$ cat src/rtl/idea_pkg.sv
// rtl/idea_pkg.sv - shared types, widths and index helpers for the IDEA key schedule
//
// Purpose: word width, the mulmod identity constant, the key count for a
// given round count, the FSM and operation enums, and the mapping from a
// decryption output slot (row r, column k) to its encryption source key.
// Ports: none (package).

package idea_pkg;

  localparam int IDEA_W = 16;
  localparam logic [IDEA_W-1:0] MULMOD_ONE = 16'd1;

  typedef enum logic [2:0] {IDLE, LOAD, SEL, INV, OUT} state_e;
  typedef enum logic [1:0] {OP_PASS, OP_NEG, OP_INV} op_e;

  function automatic int nk_of(input int rounds);
    return 6 * rounds + 4;
  endfunction

  // Source index of the encryption key feeding decryption slot (r, k).
  // Rows 1..rounds-1 swap the two additive keys; the first row and the
  // output-transform row keep them in place.
  function automatic int src_index(input int rounds, input int r, input int k);
    int  base;
    logic mid;
    base = 6 * (rounds - r);
    mid  = (r >= 1) && (r <= rounds - 1);
    case (k)
      0:       return base;
      1:       return mid ? base + 2 : base + 1;
      2:       return mid ? base + 1 : base + 2;
      3:       return base + 3;
      4:       return base - 2;
      default: return base - 1;
    endcase
  endfunction

  function automatic op_e op_of(input int k);
    if (k == 0 || k == 3) return OP_INV;
    else if (k == 1 || k == 2) return OP_NEG;
    else return OP_PASS;
  endfunction

endpackage

$ cat src/rtl/inmultire.sv
// rtl/inmultire.sv - combinational multiplication modulo 65537
//
// Purpose: p = a * b mod 65537, where the all-zero word stands for 65536.
// Ports:
//   a, b : operands (IDEA_W bits)
//   p    : product (IDEA_W bits, 65536 encoded as 0)

module inmultire
  import idea_pkg::*;
(
  input  logic [IDEA_W-1:0] a,
  input  logic [IDEA_W-1:0] b,
  output logic [IDEA_W-1:0] p
);

  logic [2*IDEA_W-1:0] prod;
  logic [IDEA_W-1:0]   lo;
  logic [IDEA_W-1:0]   hi;

  always_comb begin
    prod = {{IDEA_W{1'b0}}, a} * {{IDEA_W{1'b0}}, b};
    lo   = prod[IDEA_W-1:0];
    hi   = prod[2*IDEA_W-1:IDEA_W];
    // 65536 == -1 (mod 65537), so a zero operand just negates the other
    // operand: 65537 - b, which wraps to 1 - b in 16 bits.
    if (a == '0)
      p = MULMOD_ONE - b;
    else if (b == '0)
      p = MULMOD_ONE - a;
    // 2^16 == -1 (mod 65537), so hi*2^16 + lo == lo - hi.
    else if (lo >= hi)
      p = lo - hi;
    else
      p = lo - hi + MULMOD_ONE;  // + 65537, truncated to 16 bits
  end

endmodule

$ cat src/rtl/idea_dec_key_gen.sv
// rtl/idea_dec_key_gen.sv - IDEA encryption-to-decryption subkey converter
//
// Purpose: buffers the NK = 6*ROUNDS+4 encryption subkeys and streams out the
// decryption subkeys in consumption order, computing multiplicative inverses
// (Fermat, x^65535 mod 65537) and additive inverses on the fly.
// Optional build macro: IDEA_DKEY_SELFCHECK_EN adds the sticky chk_err output,
// which flags an inverse whose product with its input is not 1.
// Ports:
//   clk, rst_n                   : clock, asynchronous active-low reset
//   ek_valid/ek_ready/ek_data    : encryption subkey input stream, Z[0..NK-1]
//   dk_valid/dk_ready/dk_data    : decryption subkey output stream
//   dk_last                      : marks the final decryption subkey
//   busy                         : high whenever the FSM is not IDLE
//   chk_err (macro only)         : sticky inverse self-check error

module idea_dec_key_gen
  import idea_pkg::*;
#(
  parameter int ROUNDS = 8
) (
  input  logic              clk,
  input  logic              rst_n,
  input  logic              ek_valid,
  output logic              ek_ready,
  input  logic [IDEA_W-1:0] ek_data,
  output logic              dk_valid,
  input  logic              dk_ready,
  output logic [IDEA_W-1:0] dk_data,
  output logic              dk_last,
  output logic              busy
`ifdef IDEA_DKEY_SELFCHECK_EN
  ,
  output logic              chk_err
`endif
);

  localparam int NK = nk_of(ROUNDS);
  localparam int AW = $clog2(NK);
  localparam int RW = $clog2(ROUNDS + 1);

  state_e            state_q, state_d;
  logic [AW-1:0]     wcnt_q, wcnt_d;
  logic [AW-1:0]     j_q, j_d;
  logic [RW-1:0]     r_q, r_d;
  logic [2:0]        k_q, k_d;
  logic [4:0]        cnt_q, cnt_d;
  logic [IDEA_W-1:0] x_q, x_d;
  logic [IDEA_W-1:0] acc_q, acc_d;
  logic [IDEA_W-1:0] dk_data_q, dk_data_d;
  logic              ek_ready_q, ek_ready_d;
  logic              dk_valid_q, dk_valid_d;
  logic              dk_last_q, dk_last_d;
  logic              busy_q, busy_d;

  logic [IDEA_W-1:0] key_mem [NK];
  logic              ek_fire;
  logic              last_out;
  int                sel_src;
  op_e               sel_op;
  logic [IDEA_W-1:0] sel_key;
  logic [IDEA_W-1:0] mul_b;
  logic [IDEA_W-1:0] mul_p;

  assign ek_fire  = ek_valid & ek_ready_q;
  assign last_out = (j_q == AW'(NK - 1));

  // Key buffer carries no reset: its contents are only read after a full load.
  always_ff @(posedge clk) begin
    if (ek_fire) key_mem[wcnt_q] <= ek_data;
  end

  always_comb begin
    sel_src = src_index(ROUNDS, int'(r_q), int'(k_q));
    sel_op  = op_of(int'(k_q));
    sel_key = key_mem[AW'(sel_src)];
  end

  // One multiplier shared by the square and multiply steps: even counts
  // square the accumulator, odd counts multiply it by the original key.
  assign mul_b = cnt_q[0] ? x_q : acc_q;

  inmultire u_mul (
    .a (acc_q),
    .b (mul_b),
    .p (mul_p)
  );

`ifdef IDEA_DKEY_SELFCHECK_EN
  op_e               op_q, op_d;
  logic              chk_err_q, chk_err_d;
  logic [IDEA_W-1:0] chk_p;

  inmultire u_chk (
    .a (x_q),
    .b (acc_q),
    .p (chk_p)
  );

  assign chk_err = chk_err_q;
`endif

  always_comb begin
    state_d    = state_q;
    wcnt_d     = wcnt_q;
    j_d        = j_q;
    r_d        = r_q;
    k_d        = k_q;
    cnt_d      = cnt_q;
    x_d        = x_q;
    acc_d      = acc_q;
    dk_data_d  = dk_data_q;
    ek_ready_d = ek_ready_q;
    dk_valid_d = dk_valid_q;
    dk_last_d  = dk_last_q;
    busy_d     = busy_q;
`ifdef IDEA_DKEY_SELFCHECK_EN
    op_d       = op_q;
    chk_err_d  = chk_err_q;
`endif

    case (state_q)
      IDLE: begin
        if (ek_valid) begin
          wcnt_d  = AW'(1);
          busy_d  = 1'b1;
          state_d = LOAD;
`ifdef IDEA_DKEY_SELFCHECK_EN
          chk_err_d = 1'b0;
`endif
        end
      end

      LOAD: begin
        if (ek_valid) begin
          if (wcnt_q == AW'(NK - 1)) begin
            ek_ready_d = 1'b0;
            wcnt_d     = '0;
            j_d        = '0;
            r_d        = '0;
            k_d        = '0;
            state_d    = SEL;
          end else begin
            wcnt_d = wcnt_q + AW'(1);
          end
        end
      end

      SEL: begin
        x_d   = sel_key;
        acc_d = sel_key;
        cnt_d = '0;
`ifdef IDEA_DKEY_SELFCHECK_EN
        op_d  = sel_op;
`endif
        if (sel_op == OP_INV) begin
          state_d = INV;
        end else begin
          dk_data_d  = (sel_op == OP_NEG) ? -sel_key : sel_key;
          dk_valid_d = 1'b1;
          dk_last_d  = last_out;
          state_d    = OUT;
        end
      end

      INV: begin
        acc_d = mul_p;
        cnt_d = cnt_q + 5'd1;
        if (cnt_q == 5'd29) begin
          dk_data_d  = mul_p;
          dk_valid_d = 1'b1;
          dk_last_d  = last_out;
          state_d    = OUT;
        end
      end

      OUT: begin
`ifdef IDEA_DKEY_SELFCHECK_EN
        if (op_q == OP_INV && chk_p != MULMOD_ONE) chk_err_d = 1'b1;
`endif
        if (dk_ready) begin
          dk_valid_d = 1'b0;
          dk_last_d  = 1'b0;
          if (last_out) begin
            ek_ready_d = 1'b1;
            busy_d     = 1'b0;
            state_d    = IDLE;
          end else begin
            j_d     = j_q + AW'(1);
            state_d = SEL;
            if (k_q == 3'd5) begin
              k_d = '0;
              r_d = r_q + RW'(1);
            end else begin
              k_d = k_q + 3'd1;
            end
          end
        end
      end

      default: state_d = IDLE;
    endcase
  end

  always_ff @(posedge clk or negedge rst_n) begin
    if (!rst_n) begin
      state_q    <= IDLE;
      wcnt_q     <= '0;
      j_q        <= '0;
      r_q        <= '0;
      k_q        <= '0;
      cnt_q      <= '0;
      x_q        <= '0;
      acc_q      <= '0;
      dk_data_q  <= '0;
      ek_ready_q <= 1'b1;
      dk_valid_q <= 1'b0;
      dk_last_q  <= 1'b0;
      busy_q     <= 1'b0;
`ifdef IDEA_DKEY_SELFCHECK_EN
      op_q       <= OP_PASS;
      chk_err_q  <= 1'b0;
`endif
    end else begin
      state_q    <= state_d;
      wcnt_q     <= wcnt_d;
      j_q        <= j_d;
      r_q        <= r_d;
      k_q        <= k_d;
      cnt_q      <= cnt_d;
      x_q        <= x_d;
      acc_q      <= acc_d;
      dk_data_q  <= dk_data_d;
      ek_ready_q <= ek_ready_d;
      dk_valid_q <= dk_valid_d;
      dk_last_q  <= dk_last_d;
      busy_q     <= busy_d;
`ifdef IDEA_DKEY_SELFCHECK_EN
      op_q       <= op_d;
      chk_err_q  <= chk_err_d;
`endif
    end
  end

  assign ek_ready = ek_ready_q;
  assign dk_valid = dk_valid_q;
  assign dk_data  = dk_data_q;
  assign dk_last  = dk_last_q;
  assign busy     = busy_q;

endmodule

$ cat config.mk
export PLATFORM = sky130hd
export DESIGN_NAME = idea_dec_key_gen
export DESIGN_NICKNAME = d
export VERILOG_FILES = /design/src/rtl/idea_pkg.sv /design/src/rtl/inmultire.sv /design/src/rtl/idea_dec_key_gen.sv
export SDC_FILE = /design/constraint.sdc
export NUM_CORES = 2
export LEC_CHECK = 0
export CORE_MARGIN = 5
export CORE_UTILIZATION = 56
export CTS_BUF_LIST = sky130_fd_sc_hd__clkbuf_16
export DETAILED_ROUTE_END_ITERATION = 7
export HOLD_SLACK_MARGIN = 0.12
export PLACE_DENSITY = 0.71
export SLEW_MARGIN = 20
export SYNTH_ARGS = -nofsm -noshare
export SYNTH_HDL_FRONTEND = slang
export SYNTH_SLANG_ARGS = --single-unit
$ cat constraint.sdc
create_clock -name clk -period 24.8 [get_ports clk]
set_input_delay 4.96 -clock clk [delete_from_list [all_inputs] [get_ports clk]]
set_output_delay 4.96 -clock clk [all_outputs]
set_load 0.02 [all_outputs]
# Yosys cells after proc, flatten, opt, wreduce, memory -nomap -nowiden
# Memories as Yosys holds them, arrays and structs flattened.
# Index checks and enable logic that the tools add are counted.
# classes
n_addsub	16
mul	2
div_mod_pow	0
order_cmp	3
eq_ne	26
shift	0
n_mux	62
bitwise	1
reduce_logical	21
# ops
cell	count
16-bit 2-to-1 mux	7
16-bit case mux with 2 select lines	2
6-bit 2-to-1 mux	9
3-bit 2-to-1 mux	11
16-bit zero test	2
16-bit by 16-bit multiplier with 32-bit output	1
1-bit by 16-bit subtractor with 16-bit output (first input constant)	2
6-bit case mux with 5 select lines	1
6-bit case mux with 2 select lines	2
4-bit 2-to-1 mux	5
2-bit != test (second input constant)	9
16-bit by 1-bit adder with 16-bit output (second input constant)	1
16-bit greater-or-equal comparator	1
16-bit negation	1
16-bit subtractor	1
3-bit by 2-bit equality test with 1-bit output (second input constant)	5
3-bit equality test (second input constant)	5
1-bit 2-to-1 mux	15
3-bit case mux with 5 select lines	1
5-bit AND reduction	3
6-bit by 1-bit adder with 6-bit output (second input constant)	2
6-bit by 3-bit adder with 6-bit output (second input constant)	2
6-bit equality test (second input constant)	2
5-bit case mux with 2 select lines	1
28 further kinds	40
# word_totals
ff_bits	79
latchBits	0
ramBits	832
rom_bits	0
elab_cells	145
memories	1
# mem_list
name	depth	word_bits	rd	rd_ports_with_merged_regs	write_ports	line	text
key_mem	52	16	1	0	1	idea_dec_key_gen.sv:55	logic [IDEA_W-1:0] key_mem [NK];

# Logic depth before layout (Yosys ltp)
# An unclocked memory read counts as a cell.
# depth
ltp_word	10
mapped_depth	45
depth_no_buf	42

# Hierarchy
# Synthesis repeated with hierarchy kept, for this count alone.
# hier_totals
cells_unflattened	4105
hier_area_um2	49257.2
# modules_own_cells
mod	n_inst	cells_per_inst	area_per_inst_um2	seq_area_each_um2
idea_dec_key_gen	1	2812	38727.1	26962.1
inmultire	1	1293	10530.1	0.0

# Least setup slack after synthesis
# No wires, ideal clock.
# synth_timing
path_type	register -> register
startpoint	register cnt_q[0]
endpoint	register dk_data_q[15] (netlist: dk_data[15])
setup_ns	0.095
arrival_time_ns	10.414
setup_slack_ns	14.291
path_stages_with_launch	39
synth_period_minus_slack_ns	10.509
path_cell_list	dfrtp_1 buf_1 clkbuf_1 clkbuf_1 mux2i_1 clkbuf_1 nor2b_1 fa_1 inv_1 fa_1 fa_1 fa_1 inv_1 fa_1 fa_1 ha_1 o21ai_0 a21oi_1 [3 not listed] nor2_1 xnor2_1 ha_1 inv_1 fa_1 a21o_1 a21o_1 a221o_1 a21o_1 o31a_1 nor4_1 nand4_1 or4_1 xnor2_1 xnor2_1 a211o_1 and3_1 o31ai_1
# synth_via
elab_chain_len	9
# synth_rtl
element	line	text
start: declaration	idea_dec_key_gen.sv:46	logic [4:0] cnt_q, cnt_d;
start signal: assignment	idea_dec_key_gen.sv:229	cnt_q <= cnt_d;
16-bit 2-to-1 mux	idea_dec_key_gen.sv:80	assign mul_b = cnt_q[0] ? x_q : acc_q;
16-bit by 16-bit multiplier with 32-bit output	inmultire.sv:21	prod = {{IDEA_W{1'b0}}, a} * {{IDEA_W{1'b0}}, b};
16-bit subtractor	inmultire.sv:32, inmultire.sv:34	
16-bit by 1-bit adder with 16-bit output	inmultire.sv:34	p = lo - hi + MULMOD_ONE;
16-bit 2-to-1 mux	inmultire.sv:31	else if (lo >= hi)
16-bit 2-to-1 mux	inmultire.sv:28	else if (b == '0)
16-bit 2-to-1 mux	inmultire.sv:26	if (a == '0)
16-bit 2-to-1 mux	idea_dec_key_gen.sv:168	if (cnt_q == 5'd29) begin
16-bit case mux with 2 select lines	idea_dec_key_gen.sv:121	case (state_q)
end signal: assignment	idea_dec_key_gen.sv:232	dk_data_q <= dk_data_d;
end: declaration	idea_dec_key_gen.sv:49	logic [IDEA_W-1:0] dk_data_q, dk_data_d;
# Parallel ways exist; a longest one is shown, timed or not. The select of a mux whose other input is x is not followed.
# A chain may end at the register's enable or synchronous reset.

# Final worst setup path
# layout_timing
startpoint	register acc_q[2]
endpoint	register dk_data_q[15] (netlist: dk_data[15])
# layout_via
elab_chain_len	9
# layout_rtl
element	line	text
start: declaration	idea_dec_key_gen.sv:48	logic [IDEA_W-1:0] acc_q, acc_d;
start signal: assignment	idea_dec_key_gen.sv:213	acc_q <= '0;
start signal: assignment	idea_dec_key_gen.sv:231	acc_q <= acc_d;
16-bit 2-to-1 mux	idea_dec_key_gen.sv:80	
16-bit by 16-bit multiplier with 32-bit output	inmultire.sv:21	
16-bit subtractor	inmultire.sv:32, inmultire.sv:34	
16-bit by 1-bit adder with 16-bit output	inmultire.sv:34	
16-bit 2-to-1 mux	inmultire.sv:31	
16-bit 2-to-1 mux	inmultire.sv:28	
16-bit 2-to-1 mux (*)	inmultire.sv:26	
16-bit 2-to-1 mux (*)	idea_dec_key_gen.sv:168	
16-bit case mux with 2 select lines (*)	idea_dec_key_gen.sv:121	
# Every way passes the cells marked *; elsewhere a longest branch is shown, timed or not. The select of a mux whose other input is x is not followed.

==> impl_metrics.env <==
export IMPL_cp_start_kind="register"
export IMPL_synthDistinctLibCells=94
export IMPL_ant_nets=0
export IMPL_io_buffers=39
export IMPL_cp_end_kind="register"
export IMPL_ys_ff_latch=911
export IMPL_crit_type="register to register"
export IMPL_crit_path_top_delay_cell="o21ai_2"
export IMPL_drv_cap=0
export IMPL_final_common_cell="edfxtp_1"
export IMPL_critPathMaxStageDelay_ps=680
export IMPL_antenna_found_initial=2
export IMPL_hold_viol_final=0
export IMPL_grt_util_all_layers_pct=29.4
export IMPL_slew_headroom_pct=17.3
export IMPL_synth_async_reset_ratio_pct=8.67
export IMPL_vias_per_cell=6.33
export IMPL_cts_root_buf="clkbuf_16"
export IMPL_drc=0
export IMPL_finalSetupViolCount=0
export IMPL_cts_sinks=911
export IMPL_gp_congestion=0.967
export IMPL_setup_tns_ps=0
export IMPL_synthToLayoutAreaGrowth_pct=8.42
export IMPL_avgRoutedWirePerCell_um=25.8
export IMPL_yosys_warnings=0
export IMPL_num_io_pins=40
export IMPL_clkTransAtPathRegs_ps=70
export IMPL_totalWireLength_um=140000
export IMPL_pre_cts_slack_ps=13750
export IMPL_period_share_pct=43.8
export IMPL_die_height_um=306
export IMPL_synth_edf_count=832
export IMPL_drt_pre_antenna_iters=6
export IMPL_period_needed_ps=10860
export IMPL_ys_flop_type="edfxtp_1"
export IMPL_hpwlAfterDp_um=86800
export IMPL_clock_skew_ps=21.6
export IMPL_n_antenna_cell=0
export IMPL_rows=108
export IMPL_dieArea_um2=93400
export IMPL_synth_yosys_seq_area_share_pct=55.1
export IMPL_crit_top_cell="fa_1"
export IMPL_via_count=34300
export IMPL_hold_buffers=0
export IMPL_layout_drive_gt1_share_pct=8.00
export IMPL_cts_buffers=83
export IMPL_tightestPinTransition_ps=1230
export IMPL_rsz0062_at_grt="no"
export IMPL_post_synth_top_area_cell="edfxtp_1"
export IMPL_hold_class="register to register"
export IMPL_cts_setup_buffers=0
export IMPL_regToRegSetupSlack_ps=13940
export IMPL_syn_inst=4242
export IMPL_drt_initial_drc_count=4232
export IMPL_mostFrequentLayoutCells="edfxtp_1, nand2_1, inv_1"
export IMPL_synth_top_area_share_pct=51.1
export IMPL_final_max_slew_viol_count=0
export IMPL_grt_overflow=0
export IMPL_post_cts_resized=0
export IMPL_clk_path_buf_depth=3
export IMPL_netlist_area_um2=48900
export IMPL_chipWidth_um=306
export IMPL_crit_arrival_ps=11400
export IMPL_cp_max_fo=16
export IMPL_initial_core_util_pct=56.4
export IMPL_status="complete, no violations"
export IMPL_fmax_mhz=92.0
export IMPL_grt_max_degree=150
export IMPL_grt_pass1_vias=33400
export IMPL_cp_required_ps=25330
export IMPL_clk_latency_ps=650
export IMPL_core_area_um2=86800
export IMPL_cts_tree="done"
export IMPL_synth_area_leaders="edfxtp_1, fa_1, nand2_1"
export IMPL_syn_nets=4596
export IMPL_layout_nets=4555
export IMPL_setup_slack_ps=13940
export IMPL_h_tree_depth=3
export IMPL_grt_pass1_wl_um=211000
export IMPL_syn_area_per_cell_um2=11.5
cells in the mapped netlist, drive strengths merged, types with 81 or more instances:
master and number:
edfxtp 832, nand2 831, inv 286, nand3 239, fa 196, nor2 177
ha 138, buf 135, clkbuf 134, o21ai 129, a21oi 96, a311oi 92
and2 85, mux2i 85, and3 81
state kept, by name (all words and copies together) (netlist names), 3 cells and up:
name	cells
acc_q	16
cnt_q	5
dk_data	16
j_q	6
k_q	3
key_mem	832
r_q	4
state_q	3
wcnt_q	6
x_q	16
metrics by stage:
step           instance area (µm²)  hold WS (ps)  cells  utilization (%)
2_1_floorplan                48900           451   4242                -
3_3_place_gp                 50300           466   5271             58.0
3_5_place_dp                 50400           469   5271             58.0
4_1_cts                      53000           483   5418             61.1
5_1_grt                      53000           503   5418             61.1
6_report                     53000           481   5418             61.1
area by class of cell:
class / count / area [µm²]
inverter: 287 / 1080
timing repair buffer: 143 / 1100
clock buffer: 86 / 2150
clock inverter: 61 / 502
tap: 1155 / 1450
sequential: 911 / 27000
multi-input combinational: 2775 / 19800
fill: 6789 / 33700
worst paths after layout:
kind | startpoint | to | cells past startpoint
setup / recovery | acc_q[2] | dk_data[15] | 35
hold / removal | ek_ready | ek_ready | 2
setup reg to reg | acc_q[2] | dk_data[15] | 35
hold reg to reg | ek_ready | ek_ready | 2
max in group asynchronous | rst_n | wcnt_q[5] | 2
min in group asynchronous | rst_n | acc_q[2] | 1
per-layer routing:
metal / vias to the layer above / track usage [%] / wire length, µm
met5: - / 0 / 0
met1: 16900 / 39.9 / 53000
li1: 15100 / - / -
met2: 1910 / 47.9 / 65700
met4: 0 / 13.3 / 7250
met3: 365 / 4.13 / 13600
cell families (layout without fill, tap and decap cells):
logic type / after synthesis / in the layout / share of synthesized area [%]
AO/OA/AOI/OAI: 651 / 651 / 9.57
buffers and inverters: 556 / 577 / 4.80
flip-flops: 911 / 911 / 55.1
multiplexers: 116 / 116 / 2.66
AND/OR/NAND/NOR: 1579 / 1579 / 14.6
XOR/XNOR: 95 / 95 / 1.73
adder cells (fa/ha/maj): 334 / 334 / 11.5
worst max-delay path: cells and delay by family, from the launching register on:
family / cells / cell delay (ps)
XOR/XNOR: 2 / 300
AND/OR/NAND/NOR: 7 / 1730
flip-flops: 1 / 610
buffers and inverters: 5 / 610
AO/OA/AOI/OAI: 13 / 4120
adder cells (fa/ha/maj): 8 / 3370
Power is not shown: default switching activity piles up to over one toggle a cycle in this logic, so the estimate is an artifact.
